## src/rtl/uart_disp_pkg.sv

```systemverilog
// Shared definitions for the UART-to-display path: ASCII codes, parser
// state encoding and the byte classification used by the hex parser.
package uart_disp_pkg;

    localparam logic [7:0] CHAR_CR = 8'h0D;
    localparam logic [7:0] CHAR_LF = 8'h0A;
    localparam logic [7:0] CHAR_0  = 8'h30;
    localparam logic [7:0] CHAR_9  = 8'h39;
    localparam logic [7:0] CHAR_A  = 8'h41;
    localparam logic [7:0] CHAR_F  = 8'h46;
    localparam logic [7:0] CHAR_a  = 8'h61;
    localparam logic [7:0] CHAR_f  = 8'h66;

    typedef enum logic [1:0] {
        IDLE  = 2'd0,
        ACCUM = 2'd1,
        OVF   = 2'd2
    } parse_state_t;

    typedef enum logic [1:0] {
        HEX   = 2'd0,
        TERM  = 2'd1,
        OTHER = 2'd2
    } byte_class_t;

    // Collapse the decoder flags into a single class; hex takes priority,
    // although the decoder never raises both flags together.
    function automatic byte_class_t classify(input logic is_hex, input logic is_term);
        byte_class_t cls;
        if (is_hex) begin
            cls = HEX;
        end else if (is_term) begin
            cls = TERM;
        end else begin
            cls = OTHER;
        end
        return cls;
    endfunction

endpackage

```

## src/rtl/ascii_hex_decode.sv

```systemverilog
// Purely combinational ASCII decoder: recognises hex digits (either case)
// and line terminators, and yields the nibble value of a hex digit.
module ascii_hex_decode
    import uart_disp_pkg::*;
(
    input  logic [7:0] rx_byte,
    output logic       is_hex,
    output logic       is_term,
    output logic [3:0] nib
);

    logic [7:0] off_digit_s;
    logic [7:0] off_upper_s;
    logic [7:0] off_lower_s;

    assign off_digit_s = rx_byte - CHAR_0;
    assign off_upper_s = rx_byte - CHAR_A + 8'd10;
    assign off_lower_s = rx_byte - CHAR_a + 8'd10;

    // Classify the byte and pick the matching nibble offset.
    always_comb begin
        is_hex  = 1'b0;
        is_term = 1'b0;
        nib     = 4'd0;
        if ((rx_byte >= CHAR_0) && (rx_byte <= CHAR_9)) begin
            is_hex = 1'b1;
            nib    = off_digit_s[3:0];
        end else if ((rx_byte >= CHAR_A) && (rx_byte <= CHAR_F)) begin
            is_hex = 1'b1;
            nib    = off_upper_s[3:0];
        end else if ((rx_byte >= CHAR_a) && (rx_byte <= CHAR_f)) begin
            is_hex = 1'b1;
            nib    = off_lower_s[3:0];
        end else if ((rx_byte == CHAR_CR) || (rx_byte == CHAR_LF)) begin
            is_term = 1'b1;
        end else begin
            is_hex  = 1'b0;
            is_term = 1'b0;
        end
    end

endmodule

```

## src/rtl/uart_hex_parser.sv

```systemverilog
// Assembles up to NDIGITS ASCII hex digits into a word and publishes it on
// Data when a line terminator arrives. Malformed, overlong and stalled lines
// raise a sticky err that only reset or the next good commit clears.
module uart_hex_parser
    import uart_disp_pkg::*;
#(
    parameter int NDIGITS        = 4,
    parameter int TIMEOUT_CYCLES = 50_000_000
) (
    input  logic                   clk,
    input  logic                   rtsn,
    input  logic [7:0]             rx_data,
    input  logic                   rx_valid,
    output logic [4*NDIGITS-1:0]   Data,
    output logic                   data_update,
    output logic [2:0]             digit_cnt,
    output logic                   err
);

    localparam int DW = 4 * NDIGITS;
    localparam int TW = (TIMEOUT_CYCLES > 0) ? $clog2(TIMEOUT_CYCLES + 1) : 1;
    localparam bit TO_EN = (TIMEOUT_CYCLES != 0);
    localparam logic [TW-1:0] T_LAST = TW'(TIMEOUT_CYCLES - 1);
    localparam logic [TW-1:0] T_SAT  = {TW{1'b1}};
    localparam logic [2:0] CNT_MAX   = 3'(NDIGITS);

    parse_state_t   state_r, state_n;
    logic [DW-1:0]  shadow_r, shadow_n;
    logic [DW-1:0]  data_r, data_n;
    logic [2:0]     cnt_r, cnt_n;
    logic [TW-1:0]  timer_r, timer_n;
    logic           upd_r, upd_n;
    logic           err_r, err_n;

    logic           dec_hex_s;
    logic           dec_term_s;
    logic [3:0]     dec_nib_s;
    byte_class_t    cls_s;
    logic           timeout_s;

    ascii_hex_decode u_dec (
        .rx_byte (rx_data),
        .is_hex  (dec_hex_s),
        .is_term (dec_term_s),
        .nib     (dec_nib_s)
    );

    assign cls_s     = classify(dec_hex_s, dec_term_s);
    assign timeout_s = TO_EN && (timer_r == T_LAST);

    // Next-state logic: line assembly, commit, error and stall handling.
    always_comb begin
        state_n  = state_r;
        shadow_n = shadow_r;
        data_n   = data_r;
        cnt_n    = cnt_r;
        timer_n  = timer_r;
        upd_n    = 1'b0;
        err_n    = err_r;
        case (state_r)
            IDLE: begin
                timer_n  = '0;
                shadow_n = '0;
                cnt_n    = 3'd0;
                if (rx_valid && (cls_s == HEX)) begin
                    shadow_n = {{(DW-4){1'b0}}, dec_nib_s};
                    cnt_n    = 3'd1;
                    state_n  = ACCUM;
                end else begin
                    state_n = IDLE;
                end
            end
            ACCUM, OVF: begin
                if (rx_valid) begin
                    timer_n = '0;
                    case (cls_s)
                        HEX: begin
                            if (state_r == OVF) begin
                                state_n = OVF;
                            end else if (cnt_r < CNT_MAX) begin
                                shadow_n = {shadow_r[DW-5:0], dec_nib_s};
                                cnt_n    = cnt_r + 3'd1;
                            end else begin
                                state_n = OVF;
                                err_n   = 1'b1;
                            end
                        end
                        TERM: begin
                            if (state_r == ACCUM) begin
                                data_n = shadow_r;
                                upd_n  = 1'b1;
                                err_n  = 1'b0;
                            end else begin
                                data_n = data_r;
                            end
                            shadow_n = '0;
                            cnt_n    = 3'd0;
                            state_n  = IDLE;
                        end
                        OTHER: begin
                            if (state_r == ACCUM) begin
                                err_n    = 1'b1;
                                shadow_n = '0;
                                cnt_n    = 3'd0;
                                state_n  = IDLE;
                            end else begin
                                state_n = OVF;
                            end
                        end
                        default: begin
                            state_n = IDLE;
                        end
                    endcase
                end else if (timeout_s) begin
                    err_n    = 1'b1;
                    shadow_n = '0;
                    cnt_n    = 3'd0;
                    timer_n  = '0;
                    state_n  = IDLE;
                end else if (timer_r != T_SAT) begin
                    timer_n = timer_r + TW'(1);
                end else begin
                    timer_n = timer_r;
                end
            end
            default: begin
                state_n  = IDLE;
                shadow_n = '0;
                cnt_n    = 3'd0;
                timer_n  = '0;
            end
        endcase
    end

    // State and output registers with synchronous active-low reset.
    always_ff @(posedge clk) begin
        if (!rtsn) begin
            state_r  <= IDLE;
            shadow_r <= '0;
            data_r   <= '0;
            cnt_r    <= 3'd0;
            timer_r  <= '0;
            upd_r    <= 1'b0;
            err_r    <= 1'b0;
        end else begin
            state_r  <= state_n;
            shadow_r <= shadow_n;
            data_r   <= data_n;
            cnt_r    <= cnt_n;
            timer_r  <= timer_n;
            upd_r    <= upd_n;
            err_r    <= err_n;
        end
    end

    assign Data        = data_r;
    assign data_update = upd_r;
    assign digit_cnt   = cnt_r;
    assign err         = err_r;

endmodule

```

## config.mk

```make
export PLATFORM = sky130hd
export DESIGN_NAME = uart_hex_parser
export DESIGN_NICKNAME = d
export VERILOG_FILES = /design/src/rtl/uart_disp_pkg.sv /design/src/rtl/ascii_hex_decode.sv /design/src/rtl/uart_hex_parser.sv
export SDC_FILE = /design/constraint.sdc
export NUM_CORES = 1
export LEC_CHECK = 0
export CORE_ASPECT_RATIO = 0.9
export CORE_UTILIZATION = 30
export DETAILED_ROUTE_END_ITERATION = 10
export HOLD_SLACK_MARGIN = 0.05
export PLACE_DENSITY = 0.52
export RECOVER_POWER = 25
export SKIP_CTS_REPAIR_TIMING = 1
export SLEW_MARGIN = 10
export SYNTH_ARGS = -nofsm -noshare
export SYNTH_HDL_FRONTEND = slang
export SYNTH_SLANG_ARGS = --single-unit
```

## constraint.sdc

```tcl
create_clock -name clk -period 5.1 [get_ports clk]
set_clock_uncertainty 0.05 [all_clocks]
set_input_delay 0.765 -clock clk [delete_from_list [all_inputs] [get_ports clk]]
set_output_delay 0.765 -clock clk [all_outputs]
set_load 0.03 [all_outputs]
```

==> impl_metrics.yaml <==
status:
  status: "complete, but fails checks"
  violations: "DRC"
critical_path:
  worstReg2RegEnd: "timer_r[11]$_SDFFE_PP0P_"
  endpoint: "shadow_r[10]$_SDFFE_PN0P_"
  cp_data_required_time_ns: 5.30
  r2r_start: "timer_r[0]$_SDFFE_PP0P_"
  start_kind: "input pin"
  critical_path_class: "in -> reg"
  crit_fanout: 19
  crit_path_top_delay_cell: "clkdlybuf4s50_1"
  arrival_ns: 3.19
  crit_path_start: "rx_data[0]"
  r2r_cells: 6
  cp_cell_sequence: "clkdlybuf4s50_1 > inv_1 > ha_1 > o21ba_2 > o21ai_2 > nand3_1 > o311ai_4 > buf_4 > mux2i_1"
  endpoint_kind: "flop"
  max_stage_delay_ns: 0.57
  reg2reg_slack_ns: 2.61
sta:
  min_period_ns: 2.98
  worst_pin_slew_ns: 1.02
  drv_slew: 0
  final-hold-violation-count: 0
  tns_ns: 0
  period_share_pct: 58.5
  rsz0062_at_grt: "false"
  setup_viol: 0
  fmax_mhz: 335
  maxSlewHeadroom_pct: 31.9
clock_network:
  cts.sinks: 65
  cts.htree.levels: 3
  cts_max_path_buffers: 2
  clock_latency_ns: 0.33
  cts_made_buffers: 9
  cts_tree: "done"
  cts-root-buf: "clkbuf_16"
  cts.clk_slew.worst_paths_ns: 0.06
detailed_routing:
  post-route-drc-count: 3
  routedWlPerCell_um: 14.0
  drt_iter0_markers: 126
  drtAntennaViolNets: 0
  dr.pass1.iters: 7
  vias_per_cell: 5.16
  vias: 2773
  wirelength_mm: 7.52
global_route:
  gr-total-overflow: 0
  antenna_found_initial: 0
  track_usage_pct: 14.3
  grt_first_pass_wirelength_mm: 12.9
  grt_pass1_vias: 2636
  grt_max_degree: 27
finish:
  syn2layout_area_growth_pct: 24.3
  diodes: 0
  num-nets-final: 425
  fin_util_pct: 38.7
  post_route_cells_drive_above_1_share_pct: 9.31
worst_hold_path:
  min_from: "shadow_r[13]$_SDFFE_PN0P_"
  min_path_type: "reg -> reg"
synthesis:
  syn_inst: 371
  synth-edff-count: 0
  ys_types: 53
  synthArstFlopShare_pct: 0
  synthTopCellsByCount: "dfxtp_1 (65), nand2_1 (55), mux2i_1 (37)"
  synth_most_common_cell: "dfxtp_1"
  synthesis.nets: 393
  seq_area_frac_synth_pct: 40.2
  syn_area_per_cell_um2: 8.72
  ys.flop_type: "dfxtp_1"
  synth_area_um2: 3230
  synth.top_cell.area_share_pct: 40.2
  yosysWarnings: 0
  yosysTopAreaCell: "dfxtp_1"
  synth-seq-cells: 65
  netlist_top_cells_area: "dfxtp_1 (40%), mux2i_1 (11%), nand2_1 (6.4%), ha_1 (4.3%), a21oi_1 (3.7%)"
pwr:
  combPwrFrac_pct: 3.8
  sequentialPowerShare_pct: 41.5
  power.net_switching_uw: 267
  power_density_nw_per_um2: 306
  internal_power_uw: 962
  clkPwrFrac_pct: 54.7
  ir_drop_mv: 0.126
  switching_share_pct: 21.7
  p_leak_uw: 0.00149
place:
  routabilityCongestion: 0.765
  port_buffers: 31
  dp_hpwl_mm: 5.18
floorplan:
  die_w_um: 111
  row_count: 35
  start_util_pct: 31.2
  core_um2: 10400
  die_area_um2: 11200
  die_h_um: 101
  io_pins: 32
job:
  cap_violations: 0
==> per-stage QoR <==
stage	hold slack [ns]	worst slack, ns	power (uW)	cells	instance area, um2
floorplan	0.387	2.67	548	371	3230
global placement	0.401	1.82	568	521	3690
detailed placement	0.404	1.78	568	521	3690
CTS	0.412	2.10	1250	537	4020
global route	0.449	1.94	1270	537	4020
finish	0.411	2.12	1230	537	4020
==> registers in the layout, summed over array words and instances (netlist names) <==
signal and count:
timer_r 26, state_r 2, digit_cnt 3, Data 16
shadow_r 16, data_update 1, err 1
==> worst max-delay path, delay by kind of cell <==
kind	cells	cell delay, ns
buf+inv	3	1.02
compound gates	3	0.71
mux	1	0.25
fa+ha+maj	1	0.21
simple gates	1	0.21
==> metal layers <==
layer  track usage (%)  up-vias  share of wire (%)  wire length (um)
li1                  -     1410                  -                 -
met4              3.74        0                1.2                87
met2              21.3       45                 42              3160
met5                 0        -                  0                 0
met3              4.45        6                4.1               311
met1              20.0     1312                 53              3960
==> power groups by stage <==
stage          combinational, uW  clock, uW  sequential, uW
2_1_floorplan               27.5          0             521
3_3_place_gp                46.6          0             521
3_5_place_dp                47.0          0             521
4_1_cts                     47.6        690             510
5_1_grt                     51.8        711             510
6_report                    46.9        672             510
==> how the worst min path moves through the flow <==
| stage | end | cells past startpoint |
|---|---|---|
| floorplan | shadow_r[12]$_SDFFE_PN0P_ | 2 |
| global placement | shadow_r[12]$_SDFFE_PN0P_ | 2 |
| detailed placement | shadow_r[13]$_SDFFE_PN0P_ | 2 |
| CTS | shadow_r[13]$_SDFFE_PN0P_ | 2 |
| global route | shadow_r[15]$_SDFFE_PN0P_ | 2 |
| finish | shadow_r[13]$_SDFFE_PN0P_ | 2 |
==> layout make-up <==
class | count | area [um2]
repair buffers | 36 | 348
clock buffers | 9 | 225
fillers | 1048 | 6360
clock inverters | 7 | 103
multi-input cells | 279 | 1840
inverters | 12 | 45.0
flip-flops and latches | 65 | 1300
well taps | 129 | 161
==> layout by cell type (no fill, tap or decap), types with 3 or more instances in the layout <==
cell type / n
nand2_1: 55
a21oi_1: 24
nor3_1: 10
or4_1: 10
clkdlybuf4s50_1: 10
clkbuf_16: 9
nor4_1: 5
and2_1: 5
dlygate4sd3_1: 21
o21ai_0: 11
or3_1: 11
buf_4: 5
nand3_1: 10
and3_1: 3
ha_1: 11
a211oi_1: 4
nor2_1: 29
dfxtp_1: 65
mux2i_1: 37
nand4_1: 5
and4_1: 5
inv_1: 12
o31ai_1: 9
==> kinds of logic (layout without fill, tap and decap cells) <==
group                    Yosys count  in the layout  synth area share, %
AND/OR/NAND/NOR                  165            165                 26.7
buffers and inverters             27             64                 3.67
flip-flops                        65             65                 40.2
XOR/XNOR                           2              2                0.542
AO/OA/AOI/OAI                     62             62                 12.5
multiplexers                      39             39                 12.1
adder cells (fa/ha/maj)           11             11                 4.26
Power figures use the tool's default switching activity.
